`config.mk`:
```
export PLATFORM = sky130hd
export DESIGN_NAME = pipe_ctrl_v
export DESIGN_NICKNAME = d
export VERILOG_FILES = /design/src/rtl/pipe_ctrl_v.sv
export SDC_FILE = /design/constraint.sdc
export NUM_CORES = 1
export LEC_CHECK = 0
export CORE_MARGIN = 4
export CORE_UTILIZATION = 46
export DETAILED_ROUTE_END_ITERATION = 8
export PLACE_DENSITY = 0.93
export SLEW_MARGIN = 40
export SYNTH_ARGS = -nofsm -noshare
export SYNTH_HDL_FRONTEND = slang
export SYNTH_SLANG_ARGS = --single-unit
```
`constraint.sdc`:
```
create_clock -name clk -period 3.2 [get_ports clk]
set_input_delay 0.8 -clock clk [delete_from_list [all_inputs] [get_ports clk]]
set_output_delay 0.8 -clock clk [all_outputs]
set_load 0.03 [all_outputs]
```
`src/rtl/pipe_ctrl_v.sv`:
```
// -----------------------------------------------------------------------------
// pipe_ctrl_v
//
// Front-end pipeline controller. It owns the fetch PC and the IF/ID pipeline
// register and carries out the hazard unit's decisions:
//   - stall : freeze PC and IF/ID, request a bubble into ID/EX
//   - flush : redirect PC to the branch/jump target resolved in EX and
//             replace the IF/ID contents with a NOP
// It also keeps two saturating counters, one for stalled cycles and one for
// flush events, which are used during performance bring-up.
//
// Ports
//   clk            rising-edge clock
//   rst            synchronous reset, active-high (wins over everything)
//   stall          load-use stall request from the hazard unit
//   flush          taken branch/jump resolved in EX
//   branch_target  redirect address, used only while flush=1
//   imem_instr     instruction at the current pc (combinational imem read)
//   pc             current fetch address (registered)
//   ifid_pc        PC of the instruction held in IF/ID
//   ifid_instr     instruction held in IF/ID
//   ifid_valid     IF/ID holds a real instruction
//   idex_bubble    ID/EX must load zeroed control on this edge (combinational)
//   stall_cnt      stalled cycles, saturating at all-ones
//   flush_cnt      flush events, saturating at all-ones
// -----------------------------------------------------------------------------
module pipe_ctrl_v #(
    parameter logic [31:0] RESET_PC  = 32'h0000_0000,
    parameter logic [31:0] NOP_INSTR = 32'h0000_0013,
    parameter int          CNT_W     = 16
) (
    input  logic             clk,
    input  logic             rst,
    input  logic             stall,
    input  logic             flush,
    input  logic [31:0]      branch_target,
    input  logic [31:0]      imem_instr,
    output logic [31:0]      pc,
    output logic [31:0]      ifid_pc,
    output logic [31:0]      ifid_instr,
    output logic             ifid_valid,
    output logic             idex_bubble,
    output logic [CNT_W-1:0] stall_cnt,
    output logic [CNT_W-1:0] flush_cnt
);

    // Action taken on the coming edge, resolved with priority
    // reset > flush > stall > advance.
    typedef enum logic [1:0] {
        ACT_RESET   = 2'd0,
        ACT_FLUSH   = 2'd1,
        ACT_STALL   = 2'd2,
        ACT_ADVANCE = 2'd3
    } action_e;

    localparam logic [CNT_W-1:0] CNT_MAX  = {CNT_W{1'b1}};
    localparam int               N_CNT    = 2;
    localparam int               CNT_STALL = 0;
    localparam int               CNT_FLUSH = 1;

    action_e     action;

    logic [31:0] pc_reg,         pc_next;
    logic [31:0] ifid_pc_reg,    ifid_pc_next;
    logic [31:0] ifid_instr_reg, ifid_instr_next;
    logic        ifid_valid_reg, ifid_valid_next;

    logic [31:0]      pc_plus4;
    logic [31:0]      redirect_pc;
    logic [N_CNT-1:0] cnt_inc;

    // -------------------------------------------------------------------------
    // Action decode
    // -------------------------------------------------------------------------
    always_comb begin
        action = ACT_ADVANCE;
        if (rst) begin
            action = ACT_RESET;
        end else if (flush) begin
            action = ACT_FLUSH;
        end else if (stall) begin
            action = ACT_STALL;
        end
    end

    // ID/EX has to take a bubble whenever the front end does not hand over a
    // fresh instruction this edge, including while held in reset.
    assign idex_bubble = rst | stall | flush;

    // Natural 32-bit wrap: FFFF_FFFC + 4 rolls over to 0.
    assign pc_plus4 = pc_reg + 32'd4;

    // Fetch addresses are word aligned; low target bits are dropped.
    assign redirect_pc = {branch_target[31:2], 2'b00};

    // -------------------------------------------------------------------------
    // PC and IF/ID next-state
    // -------------------------------------------------------------------------
    always_comb begin
        pc_next         = pc_reg;
        ifid_pc_next    = ifid_pc_reg;
        ifid_instr_next = ifid_instr_reg;
        ifid_valid_next = ifid_valid_reg;

        unique case (action)
            ACT_RESET: begin
                pc_next         = RESET_PC;
                ifid_pc_next    = 32'd0;
                ifid_instr_next = NOP_INSTR;
                ifid_valid_next = 1'b0;
            end
            ACT_FLUSH: begin
                // The wrong-path instruction in IF/ID is killed; the target is
                // fetched on the following cycle.
                pc_next         = redirect_pc;
                ifid_pc_next    = 32'd0;
                ifid_instr_next = NOP_INSTR;
                ifid_valid_next = 1'b0;
            end
            ACT_STALL: begin
                // Everything holds, whether or not IF/ID is valid.
                pc_next         = pc_reg;
            end
            ACT_ADVANCE: begin
                pc_next         = pc_plus4;
                ifid_pc_next    = pc_reg;
                ifid_instr_next = imem_instr;
                ifid_valid_next = 1'b1;
            end
            default: begin
                pc_next         = pc_reg;
            end
        endcase
    end

    always_ff @(posedge clk) begin
        if (rst) begin
            pc_reg         <= RESET_PC;
            ifid_pc_reg    <= 32'd0;
            ifid_instr_reg <= NOP_INSTR;
            ifid_valid_reg <= 1'b0;
        end else begin
            pc_reg         <= pc_next;
            ifid_pc_reg    <= ifid_pc_next;
            ifid_instr_reg <= ifid_instr_next;
            ifid_valid_reg <= ifid_valid_next;
        end
    end

    assign pc         = pc_reg;
    assign ifid_pc    = ifid_pc_reg;
    assign ifid_instr = ifid_instr_reg;
    assign ifid_valid = ifid_valid_reg;

    // -------------------------------------------------------------------------
    // Saturating performance counters
    // A stall that coincides with a flush is not counted as a stalled cycle,
    // since the flush wins and nothing is actually held.
    // -------------------------------------------------------------------------
    always_comb begin
        cnt_inc            = '0;
        cnt_inc[CNT_STALL] = (action == ACT_STALL);
        cnt_inc[CNT_FLUSH] = (action == ACT_FLUSH);
    end

    generate
        for (genvar gi = 0; gi < N_CNT; gi++) begin : g_cnt
            logic [CNT_W-1:0] cnt_reg;
            logic [CNT_W-1:0] cnt_next;

            always_comb begin
                cnt_next = cnt_reg;
                if (cnt_inc[gi] && (cnt_reg != CNT_MAX)) begin
                    cnt_next = cnt_reg + {{(CNT_W-1){1'b0}}, 1'b1};
                end
            end

            always_ff @(posedge clk) begin
                if (rst) begin
                    cnt_reg <= '0;
                end else begin
                    cnt_reg <= cnt_next;
                end
            end
        end
    endgenerate

    assign stall_cnt = g_cnt[CNT_STALL].cnt_reg;
    assign flush_cnt = g_cnt[CNT_FLUSH].cnt_reg;

endmodule
```
==> Word-level counts from Yosys, hierarchy flattened <==
Cells that the tools add are included.
{ "word_totals": {"word_cells": 28, "output_inout_bits": 130, "latch_bits": 0, "mem_count": 0, "mem_bits_ro": 0, "ramBits": 0, "regBits": 129, "in_bits": 68} }
{ "op_classes": {"n_eq_ne": 5, "n_div": 0, "n_bitwise": 2, "n_shift": 0, "muxes": 7, "addsub": 3, "n_mul": 0, "n_reduce_logical": 5, "magnitude_cmp": 0} }
{ "ops": {"columns": ["cell", "count"], "rows": [
  ["$pmux W32 S2", 2],
  ["$pmux W32 S3", 1],
  ["$add A16 B1 Y16 const B", 2],
  ["$add A32 B3 Y32 const B", 1],
  ["$ne A16 B16 Y1 const B", 2],
  ["$eq A2 B2 Y1 const B", 2],
  ["$mux W2", 2],
  ["$eq A2 B1 Y1 const B", 1],
  ["$logic_and A1 B1 Y1", 2],
  ["$logic_not A2 Y1", 1],
  ["$or A1 B1 Y1", 2],
  ["$pmux W1 S2", 1],
  ["$reduce_bool A2 Y1", 1],
  ["$reduce_or A2 Y1", 1],
  ["$mux W1", 1]
]} }

==> Depth between registers and ports, before layout <==
{ "logic_depth": {"ltp_word": 6, "ltp_mapped": 7, "depth_no_buf": 5} }

==> Worst setup path after synthesis <==
Ideal clock, no wire load.
{ "synth_path": {"kind": "input-to-output", "startpoint": "input port flush", "endpoint": "output port idex_bubble", "required_ps": 2400, "path_stages": 3, "slack_ps": 707, "path_buffers": 2, "arrival_time_ps": 1693, "path_cell_list": "clkbuf_1 -> clkbuf_1 -> or3_1"} }
{ "synth_between": {"elab_chain_cells": 1} }
{ "synth_lines": {"columns": ["item", "line_no", "source"], "rows": [
  ["from (decl)", "35", "input logic flush,"],
  ["$or A1 B1 Y1", "88", "assign idex_bubble = rst | stall | flush;"],
  ["to (decl)", "42", "output logic idex_bubble,"]
]} }
No other way between the ends.

==> Final worst setup path <==
Ends and elaborated chain as after synthesis.

==> impl_metrics.py <==
metrics = {
    "outcome": {
        "outcome": "completed",
    },
    "placed_design": {
        "placed_cells": 966,
        "port-buffer-count": 191,
        "place.gp.congestion": 0.9156,
        "dp_hpwl_mm": 11.75,
        "place_area_um2": 7769,
        "post-place-ws_ps": 191.5,
    },
    "cells_and_area": {
        "fin_nets": 888,
        "final_area_um2": 8317,
        "fin_cells": 998,
        "area_delta_synth_final_pct": 44.31,
        "final_util": 0.6838,
        "multi_input_area_um2": 2990,
        "n_antenna_cell": 0,
        "fillers": 946,
        "seq_area_um2": 2502,
        "drive_above_1_share": 0.07470,
        "largest_register_ffs": 32,
    },
    "setup_path": {
        "cp_top_family": "buffers and inverters",
        "start_kind": "primary input",
        "crit_path_frequent_cell": "clkdlybuf4s50_1",
        "required_ps": 2400,
        "path_buf_inv": 2,
        "crit_slowest_cell": "clkdlybuf4s50_1",
        "critPathKind": "in -> out",
        "path_max_fanout": 2,
        "worst_ep_arrival_time_ps": 2210,
        "worstSetupEndpointType": "output pin",
        "crit_chain": "clkdlybuf4s50_1 > or3_1 > clkdlybuf4s50_1",
        "critPathMaxStageDelay_ps": 600,
    },
    "sta": {
        "whs_ps": 453.2,
        "setup_tns_ps": 0,
        "rsz0062_at_grt": "false",
        "period_share": 0.9419,
        "drv_slew": 0,
        "worstMarginPinSlew_ps": 705.1,
        "timing.fmax_mhz": 331.8,
        "layout_setup_ws_ps": 186.1,
        "finalSetupViolations": 0,
        "min_period_ps": 3014,
        "clock_skew_ps": 8.883,
        "maxSlewHeadroom": 0.5256,
        "hold_viol": 0,
    },
    "detailed_routing": {
        "drt_wl_total_mm": 16.73,
        "vias": 5505,
        "avgViaCountPerCell": 5.516,
        "antenna_left": 0,
        "avgRoutedWirePerCell_um": 16.76,
        "drtIter0Drc": 370,
        "drc": 0,
        "drt-pass1-iter-count": 5,
    },
    "power": {
        "switching_power_mw": 1.000,
        "pwr-share-clk": 0.451,
        "pwr-share-seq": 0.422,
        "power_density_nw_per_um2": 477.4,
        "p_comb_frac": 0.127,
        "p_total_mw": 3.970,
        "p_leak_nw": 3.145,
        "p_int_mw": 2.970,
        "ir_drop_v": 0.0002233,
        "power.share.switching": 0.2520,
    },
    "floorplan": {
        "placementRows": 40,
        "die-area_um2": 14380,
        "boundaryPins": 198,
        "die_w_um": 119.9,
        "start_util": 0.4739,
        "die_y_um": 119.9,
        "core_region_area_um2": 12160,
    },
    "clocking": {
        "postCtsSetupRepairBufs": 0,
        "clock_path_buffers": 2,
        "cts_resized": 0,
        "worst_skew_pair.late_latency_ps": 420,
        "clockRootBuffer": "clkbuf_16",
        "cts_tree": "yes",
        "ctsHtreeMaxLevel": 4,
        "cts_hold_buf": 0,
        "cts.sinks": 125,
        "cts.clk_slew.worst_paths_ps": 50,
        "cts_buffers": 17,
    },
    "global_route": {
        "grt_pass1_wl_mm": 27.04,
        "grt_util_all_layers": 0.2326,
        "use_met1": 0.2792,
        "grt.overflow.total": 0,
        "grt_busiest_layer": "met2",
        "grt.met2_usage": 0.4025,
        "grt_pass1_vias": 5298,
        "grt_max_degree": 43,
        "antenna_found_initial": 0,
        "globalRouteMet3Util": 0.06126,
    },
    "synthesis": {
        "yosysWarningCount": 0,
        "syn_avg_cell_area_um2": 9.148,
        "synth_seq_cells": 125,
        "async_reset_ff_frac": 0,
        "synth_cell_types": 59,
        "yosysSeqAreaShare": 0.4342,
        "yosysTopAreaCellShare": 0.4342,
        "synth-edff-count": 0,
        "synth_top_area_cell": "dfxtp_1",
        "synth_area_leaders": "dfxtp_1, mux2i_1, nor2_1",
        "synth_cells": 630,
        "syn_area_um2": 5763,
        "synth-main-ff-cell": "dfxtp_1",
    },
    "run": {
        "maxCapViolations": 0,
    },
    "hold_path": {
        "hold_class": "reg -> reg",
    },
}
[layer usage]
layer / wire length [um] / vias up
li1: - / 2680
met1: 6870 / 2599
met2: 8574 / 202
met3: 1015 / 24
met4: 267 / 0
met5: 0 / -
[cells in the mapped netlist, types with 2 or more instances]
master and count:
a2111oi_0 2, o211ai_1 3, buf_1 2, a211oi_1 18, nand3_1 19, a21oi_1 23, clkbuf_8 4, o31ai_1 8
or2_2 3, inv_1 12, nor2b_1 10, nand2_1 43, a221oi_1 2, a32oi_1 2, and3_1 8, xor2_1 6
and4_1 13, xnor2_1 7, and2_1 5, a311oi_1 6, a211o_1 2, nand4_1 23, nor2_1 92, nor4_1 13
o311ai_0 6, o2111a_1 2, nor3_1 8, o41ai_1 4, mux2i_1 69, o21ai_0 9, dfxtp_1 125, nand4b_1 2
ha_1 3, or4_1 8, mux2_2 9, or3_1 6, buf_4 6, clkbuf_1 26
[kinds of logic (layout without fill, tap and decap cells)]
| logic type | Yosys count | in the layout | synth area share |
|---|---|---|---|
| muxes | 78 | 78 | 0.1374 |
| AOI/OAI and AO/OA | 95 | 95 | 0.1183 |
| other | 1 | 4 | 0.0006507 |
| xor gates and xnor gates | 13 | 13 | 0.01976 |
| and+or+nand+nor | 261 | 261 | 0.2343 |
| DFF | 125 | 125 | 0.4342 |
| adders and majority gates | 3 | 3 | 0.006514 |
| buffers and inverters | 54 | 251 | 0.04885 |
[cell usage in the layout, fill, tap and decap left out, drive strengths merged, types with 9 or more instances in the layout]
cell type	n
dfxtp	125
o21ai	9
nor4	13
buf	17
nor2	92
nor2b	10
clkbuf	25
mux2	9
nand3	19
and3	9
clkdlybuf4s50	189
mux2i	69
and4	13
a21oi	23
inv	12
or4	9
a211oi	18
nand2	43
nand4	23
[path summary, 6_finish.rpt]
path,slack [ps],to,start,cells past startpoint
worst max-delay path,190,idex_bubble,flush,3
worst min-delay path,450,ifid_valid,ifid_valid,2
worst max register to register,680,pc[22],pc[3],5
worst min register to register,450,ifid_valid,ifid_valid,2
[worst reg2reg max path: stages (launching register included)]
cell and delay, ps:
dfxtp_1 450, ha_1 390, nand4b_4 190, or4_4 570, or4_1 530, a311oi_1 290
[power groups by stage]
stage	logic, mW	registers (mW)	clock network (mW)
global placement	0.497	1.70	0
global route	0.539	1.68	1.89
CTS	0.508	1.67	1.82
detailed placement	0.504	1.71	0
finish	0.506	1.68	1.79
floorplan	0.190	1.79	0
[cell type report]
type | instances | area share
multi-input combinational | 454 | 0.3596
sequential | 125 | 0.3009
timing repair buffer | 206 | 0.2425
clock buffer | 25 | 0.05837
tap | 168 | 0.02527
clock inverter | 7 | 0.007522
inverter | 13 | 0.005867
Note: power is estimated with default switching activity, not from simulation.
